**src/rtl/mod_counter_pkg.sv**
```systemverilog
// -----------------------------------------------------------------------------
// mod_counter_pkg
// Shared definitions for the modulo-N up/down counter:
//   DIR_UP / DIR_DOWN  direction encoding of the `up` input
//   MAX_W              widest counter supported by the shared step function
//   ext_t              working width for the step arithmetic (MAX_W+1 bits)
//   step_t             next count value plus wrap flag
//   next_mod()         one modulo step in either direction
// -----------------------------------------------------------------------------
package mod_counter_pkg;

  localparam logic DIR_UP   = 1'b1;
  localparam logic DIR_DOWN = 1'b0;

  localparam int MAX_W = 32;

  // One bit wider than any legal count, so MODULUS = 2**WIDTH and the
  // +1 / -1 intermediates can never overflow.
  typedef logic [MAX_W:0] ext_t;

  typedef struct packed {
    ext_t value;
    logic wrap;
  } step_t;

  // Wrap is detected by explicit compare against the modulus bounds, never by
  // relying on natural binary rollover.
  function automatic step_t next_mod(input ext_t cnt, input logic up,
                                     input ext_t modulus);
    step_t r;
    r.value = cnt;
    r.wrap  = 1'b0;
    if (up == DIR_UP) begin
      if (cnt == modulus - ext_t'(1)) begin
        r.value = '0;
        r.wrap  = 1'b1;
      end else begin
        r.value = cnt + ext_t'(1);
      end
    end else begin
      if (cnt == '0) begin
        r.value = modulus - ext_t'(1);
        r.wrap  = 1'b1;
      end else begin
        r.value = cnt - ext_t'(1);
      end
    end
    return r;
  endfunction

endpackage

```
**src/rtl/mod_prescaler.sv**
```systemverilog
// -----------------------------------------------------------------------------
// mod_prescaler
// Enable divider for mod_counter_ud. Counts cycles with `en` high from 0 to
// PRESCALE-1; `en_eff` pulses on the enabled cycle where the phase reaches
// PRESCALE-1, after which the phase returns to 0. The phase holds while `en`
// is low. Only compiled when MODCNT_PRESCALE_EN is defined, since it is only
// instantiated in that build.
// Ports:
//   clk     in   clock, rising edge
//   reset   in   synchronous active-high reset (phase <= 0)
//   clr     in   synchronous phase clear (driven by counter load)
//   en      in   raw enable
//   en_eff  out  divided enable (combinational from phase and en)
// -----------------------------------------------------------------------------
`ifdef MODCNT_PRESCALE_EN
module mod_prescaler #(
  parameter int PRESCALE = 1
) (
  input  logic clk,
  input  logic reset,
  input  logic clr,
  input  logic en,
  output logic en_eff
);

  // PRESCALE = 1 still needs a 1-bit register; it simply stays at 0.
  localparam int PW = (PRESCALE > 1) ? $clog2(PRESCALE) : 1;
  localparam logic [PW-1:0] LAST_PHASE = PW'(PRESCALE - 1);

  logic [PW-1:0] r_phase;
  logic          w_last;

  assign w_last = (r_phase == LAST_PHASE);

  always_ff @(posedge clk) begin
    if (reset || clr) begin
      r_phase <= '0;
    end else if (en) begin
      r_phase <= w_last ? '0 : r_phase + PW'(1);
    end
  end

  assign en_eff = en & w_last;

endmodule
`endif

```
**src/rtl/mod_counter_ud.sv**
```systemverilog
// -----------------------------------------------------------------------------
// mod_counter_ud
// Parametrised modulo-N up/down counter with synchronous load, terminal count,
// cascade carry and registered wrap / load-error pulses. Cascade by driving
// the next digit's `en` from this digit's `carry`.
// Optional feature: define MODCNT_PRESCALE_EN to divide `en` by PRESCALE
// through mod_prescaler; otherwise the effective enable is `en` itself.
// Parameters:
//   WIDTH     counter width (<= MAX_W)
//   MODULUS   count range 0..MODULUS-1, 2 <= MODULUS <= 2**WIDTH
//   PRESCALE  enable divide ratio (>= 1), used only with MODCNT_PRESCALE_EN
// Ports:
//   clk       in   clock, rising edge
//   reset     in   synchronous active-high reset
//   en        in   count enable
//   up        in   1 = increment, 0 = decrement
//   load      in   synchronous load (beats enable)
//   load_val  in   value to load; out-of-range loads 0 and flags load_err
//   count     out  registered count
//   tc        out  terminal count for the current direction (combinational)
//   carry     out  tc & effective enable (combinational)
//   wrap      out  registered one-cycle pulse after a wrap
//   load_err  out  registered one-cycle pulse after an out-of-range load
// -----------------------------------------------------------------------------
module mod_counter_ud
  import mod_counter_pkg::*;
#(
  parameter int WIDTH    = 4,
  parameter int MODULUS  = 10,
  parameter int PRESCALE = 1
) (
  input  logic             clk,
  input  logic             reset,
  input  logic             en,
  input  logic             up,
  input  logic             load,
  input  logic [WIDTH-1:0] load_val,
  output logic [WIDTH-1:0] count,
  output logic             tc,
  output logic             carry,
  output logic             wrap,
  output logic             load_err
);

  if (WIDTH < 1 || WIDTH > MAX_W || MODULUS < 2 ||
      longint'(MODULUS) > (longint'(1) << WIDTH) || PRESCALE < 1) begin : g_bad_param
    $error("mod_counter_ud: illegal WIDTH/MODULUS/PRESCALE combination");
  end

  localparam ext_t             MOD_EXT = ext_t'(MODULUS);
  localparam logic [WIDTH-1:0] LAST    = WIDTH'(MODULUS - 1);

  logic [WIDTH-1:0] r_count;
  logic             r_wrap;
  logic             r_load_err;

  ext_t  w_cnt_ext;
  ext_t  w_load_ext;
  step_t w_step;
  logic  w_load_ok;
  logic  w_en_eff;
  logic  w_tc;
  logic  w_unused_hi;

  // NOTE: every signal written in always_comb gets a default first, so no
  // path can leave it unassigned and infer a latch.
  always_comb begin
    w_cnt_ext                = '0;
    w_cnt_ext[WIDTH-1:0]     = r_count;
    w_load_ext               = '0;
    w_load_ext[WIDTH-1:0]    = load_val;
  end

  assign w_step    = next_mod(w_cnt_ext, up, MOD_EXT);
  assign w_load_ok = (w_load_ext < MOD_EXT);

  // Upper bits of the step result are always zero for a legal count.
  assign w_unused_hi = ^w_step.value[MAX_W:WIDTH];

`ifdef MODCNT_PRESCALE_EN
  mod_prescaler #(
    .PRESCALE (PRESCALE)
  ) u_prescaler (
    .clk    (clk),
    .reset  (reset),
    .clr    (load),
    .en     (en),
    .en_eff (w_en_eff)
  );
`else
  assign w_en_eff = en;
`endif

  // NOTE: state registers use non-blocking assignments so every register
  // samples pre-edge values, independent of statement order.
  // NOTE: reset is synchronous; only the control state is cleared, there is
  // no storage array that would need (or should get) a reset.
  always_ff @(posedge clk) begin
    if (reset) begin
      r_count    <= '0;
      r_wrap     <= 1'b0;
      r_load_err <= 1'b0;
    end else if (load) begin
      r_count    <= w_load_ok ? load_val : '0;
      r_load_err <= ~w_load_ok;
      r_wrap     <= 1'b0;
    end else if (w_en_eff) begin
      r_count    <= w_step.value[WIDTH-1:0];
      r_wrap     <= w_step.wrap;
      r_load_err <= 1'b0;
    end else begin
      r_wrap     <= 1'b0;
      r_load_err <= 1'b0;
    end
  end

  // Terminal count follows `up` immediately, whether or not enabled.
  assign w_tc = (up == DIR_UP) ? (r_count == LAST) : (r_count == '0);

  assign count    = r_count;
  assign tc       = w_tc;
  assign carry    = w_tc & w_en_eff;
  assign wrap     = r_wrap;
  assign load_err = r_load_err;

endmodule

```
**config.mk**
```make
export PLATFORM = sky130hd
export DESIGN_NAME = mod_counter_ud
export DESIGN_NICKNAME = d
export VERILOG_FILES = /design/src/rtl/mod_counter_pkg.sv /design/src/rtl/mod_prescaler.sv /design/src/rtl/mod_counter_ud.sv
export SDC_FILE = /design/constraint.sdc
export NUM_CORES = 1
export LEC_CHECK = 0
export CAP_MARGIN = 20
export CORE_UTILIZATION = 30
export DETAILED_ROUTE_END_ITERATION = 8
export PLACE_DENSITY = 0.7
export SETUP_SLACK_MARGIN = 0.2
export SLEW_MARGIN = 10
export SYNTH_ARGS = -nofsm -noshare
export SYNTH_HDL_FRONTEND = slang
export SYNTH_SLANG_ARGS = --single-unit
```
**constraint.sdc**
```tcl
create_clock -name clk -period 3.7 [get_ports clk]
set_input_delay 0.37 -clock clk [delete_from_list [all_inputs] [get_ports clk]]
set_output_delay 0.37 -clock clk [all_outputs]
set_load 0.005 [all_outputs]
```
==> results of run 1 <==
## Yosys cell counts, types with 2 or more instances
library cell  n
dfxtp_1       6
nor2_1        5
o21ai_0       5
a21oi_1       3
buf_6         3
inv_1         3
nand2_1       2
nand3b_1      2
nand4_1       2
xnor2_1       2
## registers in the layout (all words and copies together) (netlist names)
name and flops:
wrap 1, load_err 1, count 4
## per-stage QoR
stage / util, % / instance area, um2 / total power [mW] / cells / hold slack, ns
5_1_grt: 44.8 / 612 / 0.205 / 83 / 0.672
6_report: 44.8 / 612 / 0.190 / 83 / 0.636
4_1_cts: 44.8 / 612 / 0.194 / 83 / 0.639
2_1_floorplan: - / 465 / 0.111 / 54 / 0.439
3_3_place_gp: 43.1 / 589 / 0.132 / 80 / 0.634
3_5_place_dp: 43.1 / 589 / 0.132 / 80 / 0.633
## worst register-to-register path, delay by kind of cell (launching register included)
| family | cells | cell delay (ns) |
|---|---|---|
| AOI/OAI and AO/OA | 1 | 0.49 |
| DFF | 1 | 0.64 |
| and+or+nand+nor | 2 | 0.40 |
## layout make-up
| cell class | instances | area [um2] |
|---|---|---|
| Clock buffer | 3 | 22.5 |
| Multi-Input combinational cell | 40 | 279 |
| Timing Repair Buffer | 16 | 160 |
| Inverter | 3 | 11.3 |
| Fill cell | 149 | 754 |
| Tap cell | 15 | 18.8 |
| Sequential cell | 6 | 120 |
## logic make-up (layout without fill, tap and decap cells)
group / Yosys count / after routing / share of synthesized area (%)
and+or+nand+nor: 20 / 20 / 28.8
AOI/OAI and AO/OA: 17 / 17 / 25.5
buffers and inverters: 8 / 22 / 14.2
DFF: 6 / 6 / 25.8
xor gates and xnor gates: 3 / 3 / 5.65
## worst paths after layout
check / startpoint / to / slack, ns / cells after the start
setup / recovery: up / carry / 0.94 / 5
hold / removal: count[3] / count[3] / 0.64 / 2
setup reg to reg: count[0] / wrap / 2.08 / 3
hold reg to reg: count[3] / count[3] / 0.64 / 2
## metal layers
metal,global-route usage [%],vias up,part of all wire (%)
li1,-,227,-
met2,25.8,13,50
met1,16.5,200,46
met4,0,0,0
met5,0,-,0
met3,4.79,0,3.2
## cells in the final DEF, fill, tap and decap left out, types with 2 or more instances in the layout
master,count
a21oi_1,3
clkbuf_4,3
clkdlybuf4s50_1,16
dfxtp_1,6
inv_1,3
nand2_1,2
nand3b_1,2
nand4_1,2
nor2_1,5
o21ai_0,5
xnor2_1,2
## power by group through the flow
stage | clock network [mW] | registers (mW) | logic, mW
after CTS | 0.0624 | 0.0790 | 0.0525
after global placement | 0 | 0.0801 | 0.0521
after detailed placement | 0 | 0.0801 | 0.0523
final | 0.0589 | 0.0789 | 0.0525
after floorplan | 0 | 0.0730 | 0.0384
after global routing | 0.0665 | 0.0800 | 0.0583
==> results.yml, run 1 <==
status:
  outcome: "finished, final reports clean"
sta:
  setup_viol_count_final: 0
  setup_tns_ns: 0
  rsz0062_at_grt: "false"
  tightest_slew_ns: 0.527
  max-slew-margin-rel_pct: 64.8
  finalMaxSlewViolations: 0
  hold_violations: 0
  fin_ws_ns: 0.936
  layout_min_cycle_time_ns: 2.76
  skew_ns: 0.000115
  post-route-period-util_pct: 74.7
  max_freq_ghz: 0.362
global_route:
  globalRouteTotalUtil_pct: 14.0
  grt_pass1_wl_um: 1580
  grt-ovfl-total: 0
  antenna_found_initial: 0
  grt_max_degree: 12
  grt_pass1_vias: 387
die:
  rows: 13
  die_area_um2: 1710
  dieHeight_um: 41.4
  start_util_pct: 34.1
  fp.dieW_um: 41.4
  fp.coreArea_um2: 1370
  boundaryPins: 17
routing:
  drc: 0
  routed_wl_um: 1040
  wl_per_cell_um: 12.5
  vias_per_cell: 5.30
  dr.pass1.iters: 4
  drt_iter0_markers: 10
  vias: 440
  antenna_left: 0
clocking:
  root_buffer: "clkbuf_4"
  postCtsSetupRepairBufs: 0
  cts_tree: "done"
  clock_sinks: 6
  clk_pin_slew_worst_paths_ns: 0.04
  cts.repair.resized: 0
  cts_buffers: 3
  cts_hold_buf: 0
  clockBufferDepth: 2
  clk_latency_ns: 0.24
  h-tree-depth: 1
critical_path:
  critPathArrivalTime_ns: 2.39
  cp_slowest_cell: "clkdlybuf4s50_1"
  cpPeakStageDelay_ns: 0.71
  cp.required_ns: 3.33
  crit_top_cell: "clkdlybuf4s50_1"
  critPathKind: "in2out"
  crit_path_max_fanout: 8
  path_cells: "clkdlybuf4s50_1 -> nand2_1 -> a2111oi_2 -> and2_1 -> clkdlybuf4s50_1"
  start_kind: "input pin"
  critPathTopFamily: "buffers and inverters"
  crit_buf_inv: 2
  endpoint_kind: "output port"
synthesis:
  syn-cell-area_um2: 465
  ys.warnings.count: 0
  syn_area_per_cell_um2: 8.62
  synth_top_cell_area_share_pct: 25.8
  ys_seq_elements: 6
  synth_top_cell_by_area: "dfxtp_1"
  syn_nets: 63
  synth_cells: 54
  yosysSeqAreaShare_pct: 25.8
  yosys-top-cells-area: "dfxtp_1, buf_6, o21ai_0"
  synthFlopType: "dfxtp_1"
  synth_edf_count: 0
  async_reset_ff_share_pct: 0
  ys_types: 31
power_and_ir_drop:
  internal-power_mw: 0.137
  powerDensity_nw_per_um2: 311
  p_leak_nw: 0.211
  vdd_drop_max_uv: 97.2
  clock_power_share_pct: 31.0
  switching_share_pct: 28.2
  seq_power_share_pct: 41.5
  pwr-share-comb_pct: 27.6
  power.net_switching_mw: 0.0536
placement:
  place.gp.congestion: 0.815
  dp_slack_ns: 0.941
  post-dp-hpwl_um: 782
  placement.io_buffers: 16
run:
  drv_cap: 0
layout:
  n_antenna_cell: 0
  areaGrowthSynthToFinish_pct: 31.5
  drive_above_1_share_pct: 11.8
  nets: 79
min_path:
  min-delay-path-class: "reg2reg"
(Power assumes the default switching activity.)
==> inputs of run 2 (changes only) <==
- PLACE_DENSITY: 0.7 -> 0.72
- clock period: 3.7 -> 2.4 ns (I/O delays scaled with it)
==> run 2 against run 1 <==
Critical path depth down 1; cell count up 3.6%; sequential power up 52%; count of clock-buffer cells in the layout unchanged; worst hold slack better by 0.0073 ns; critical path type is now reg2out; largest cell class unchanged; largest power group unchanged.
==> results.yml, run 2 (synthesis gave the netlist of run 1 again) <==
status:
  outcome: "finished, final reports clean"
sta:
  tightest_slew_ns: 0.430
  post-route-period-util_pct: 87.1
  layout_min_cycle_time_ns: 2.09
  hold_violations: 0
  fin_ws_ns: 0.310
  setup_viol_count_final: 0
  max_freq_ghz: 0.479
  rsz0062_at_grt: "false"
  max-slew-margin-rel_pct: 71.3
  skew_ns: 0.000643
  setup_tns_ns: 0
  finalMaxSlewViolations: 0
routing:
  dr.pass1.iters: 4
  drt_iter0_markers: 9
  antenna_left: 0
  drc: 0
  vias: 472
  vias_per_cell: 5.49
  routed_wl_um: 1050
  wl_per_cell_um: 12.2
clocking:
  clk_latency_ns: 0.24
  clock_sinks: 6
  h-tree-depth: 1
  clockBufferDepth: 2
  cts_tree: "done"
  postCtsSetupRepairBufs: 0
  cts_buffers: 3
  cts.repair.resized: 2
  clk_pin_slew_worst_paths_ns: 0.04
  cts_hold_buf: 0
  root_buffer: "clkbuf_4"
critical_path:
  crit_end: "carry"
  rrSetupSlack_ns: 0.85
  cp.required_ns: 2.16
  critPathKind: "reg2out"
  r2r_end: "count[3]"
  reg2reg_depth: 5
  critPathArrivalTime_ns: 1.85
  crit_start: "count[3]"
  start_kind: "flop"
  crit_path_max_fanout: 8
  rr_startpoint: "count[0]"
  cp_slowest_cell: "dfxtp_1"
  cpPeakStageDelay_ns: 0.50
  path_cells: "nor2_2 -> a2111oi_4 -> and2_1 -> clkdlybuf4s50_1"
  endpoint_kind: "output port"
global_route:
  grt_pass1_wl_um: 1520
  grt_pass1_vias: 371
  antenna_found_initial: 0
  grt_max_degree: 10
  globalRouteTotalUtil_pct: 13.6
  grt-ovfl-total: 0
power_and_ir_drop:
  seq_power_share_pct: 40.2
  internal-power_mw: 0.216
  vdd_drop_max_uv: 418
  powerDensity_nw_per_um2: 464
  pwr-share-comb_pct: 30.2
  power_mw: 0.300
  switching_share_pct: 28.0
  p_leak_nw: 0.229
  clock_power_share_pct: 29.6
  power.net_switching_mw: 0.0839
die:
  fp.dieW_um: 41.4
  fp.coreArea_um2: 1370
  boundaryPins: 17
  dieHeight_um: 41.4
  rows: 13
  die_area_um2: 1710
  start_util_pct: 34.1
layout:
  final_common_cell: "clkdlybuf4s50_1"
  areaGrowthSynthToFinish_pct: 39.0
  final_util_pct: 47.3
  nets: 82
  layout_common_cells: "clkdlybuf4s50_1, o21ai_0, nor2_1, dfxtp_1"
  n_antenna_cell: 0
  drive_above_1_share_pct: 16.9
  fin_cells: 86
  fillerInstances: 144
  largest_register_ffs: 4
run:
  drv_cap: 0
min_path:
  min-delay-path-class: "in2reg"
placement:
  placement.io_buffers: 16
  dp_slack_ns: 0.0804
  place.gp.congestion: 0.797
  dp.cells: 83
  post-dp-hpwl_um: 812
-- run 2: worst min-delay path by stage --
stage	cells past startpoint	endpoint	startpoint	slack (ns)
final	3	count[0]	load_val[0]	0.64
after global routing	3	count[0]	load_val[0]	0.67
after CTS	3	count[0]	load_val[0]	0.64
after detailed placement	2	count[3]	count[3]	0.62
after global placement	2	count[3]	count[3]	0.63
after floorplan	1	count[1]	reset	0.31
-- run 2: per-stage QoR --
step                      hold slack (ns)  instance area (um2)
after global routing                0.670                  647
after detailed placement            0.624                  612
final                               0.644                  647
after CTS                           0.641                  646
after global placement              0.629                  612
after floorplan                     0.309                  465
-- run 2: layout make-up --
cell class | count | area (um2) | area share (%)
well taps | 15 | 18.8 | 2.90
multi-input cells | 40 | 292 | 45.1
inverters | 3 | 11.3 | 1.74
flip-flops and latches | 6 | 121 | 18.8
clock buffers | 3 | 22.5 | 3.48
repair buffers | 19 | 181 | 28.0
-- run 2: routing by layer --
metal | vias to the layer above | part of all wire [%] | track usage (%)
met1 | 219 | 49 | 17.4
met4 | 0 | 0 | 0
met5 | - | 0 | 0
li1 | 231 | - | -
met2 | 22 | 47 | 22.3
met3 | 0 | 4.9 | 6.38
-- run 2: power groups by stage --
stage                     combinational [mW]  clock (mW)  sequential (mW)
after floorplan                       0.0592           0            0.113
after global placement                0.0870           0            0.121
after detailed placement              0.0882           0            0.121
after CTS                             0.0908      0.0930            0.120
after global routing                  0.0981      0.0976            0.122
final                                 0.0907      0.0889            0.120
-- run 2: critical path: cells and delay by family (launching register included) --
kind,cells,cell delay [ns]
AO/OA/AOI/OAI,1,0.36
flip-flops,1,0.50
AND/OR/NAND/NOR,2,0.27
buffers and inverters,1,0.49
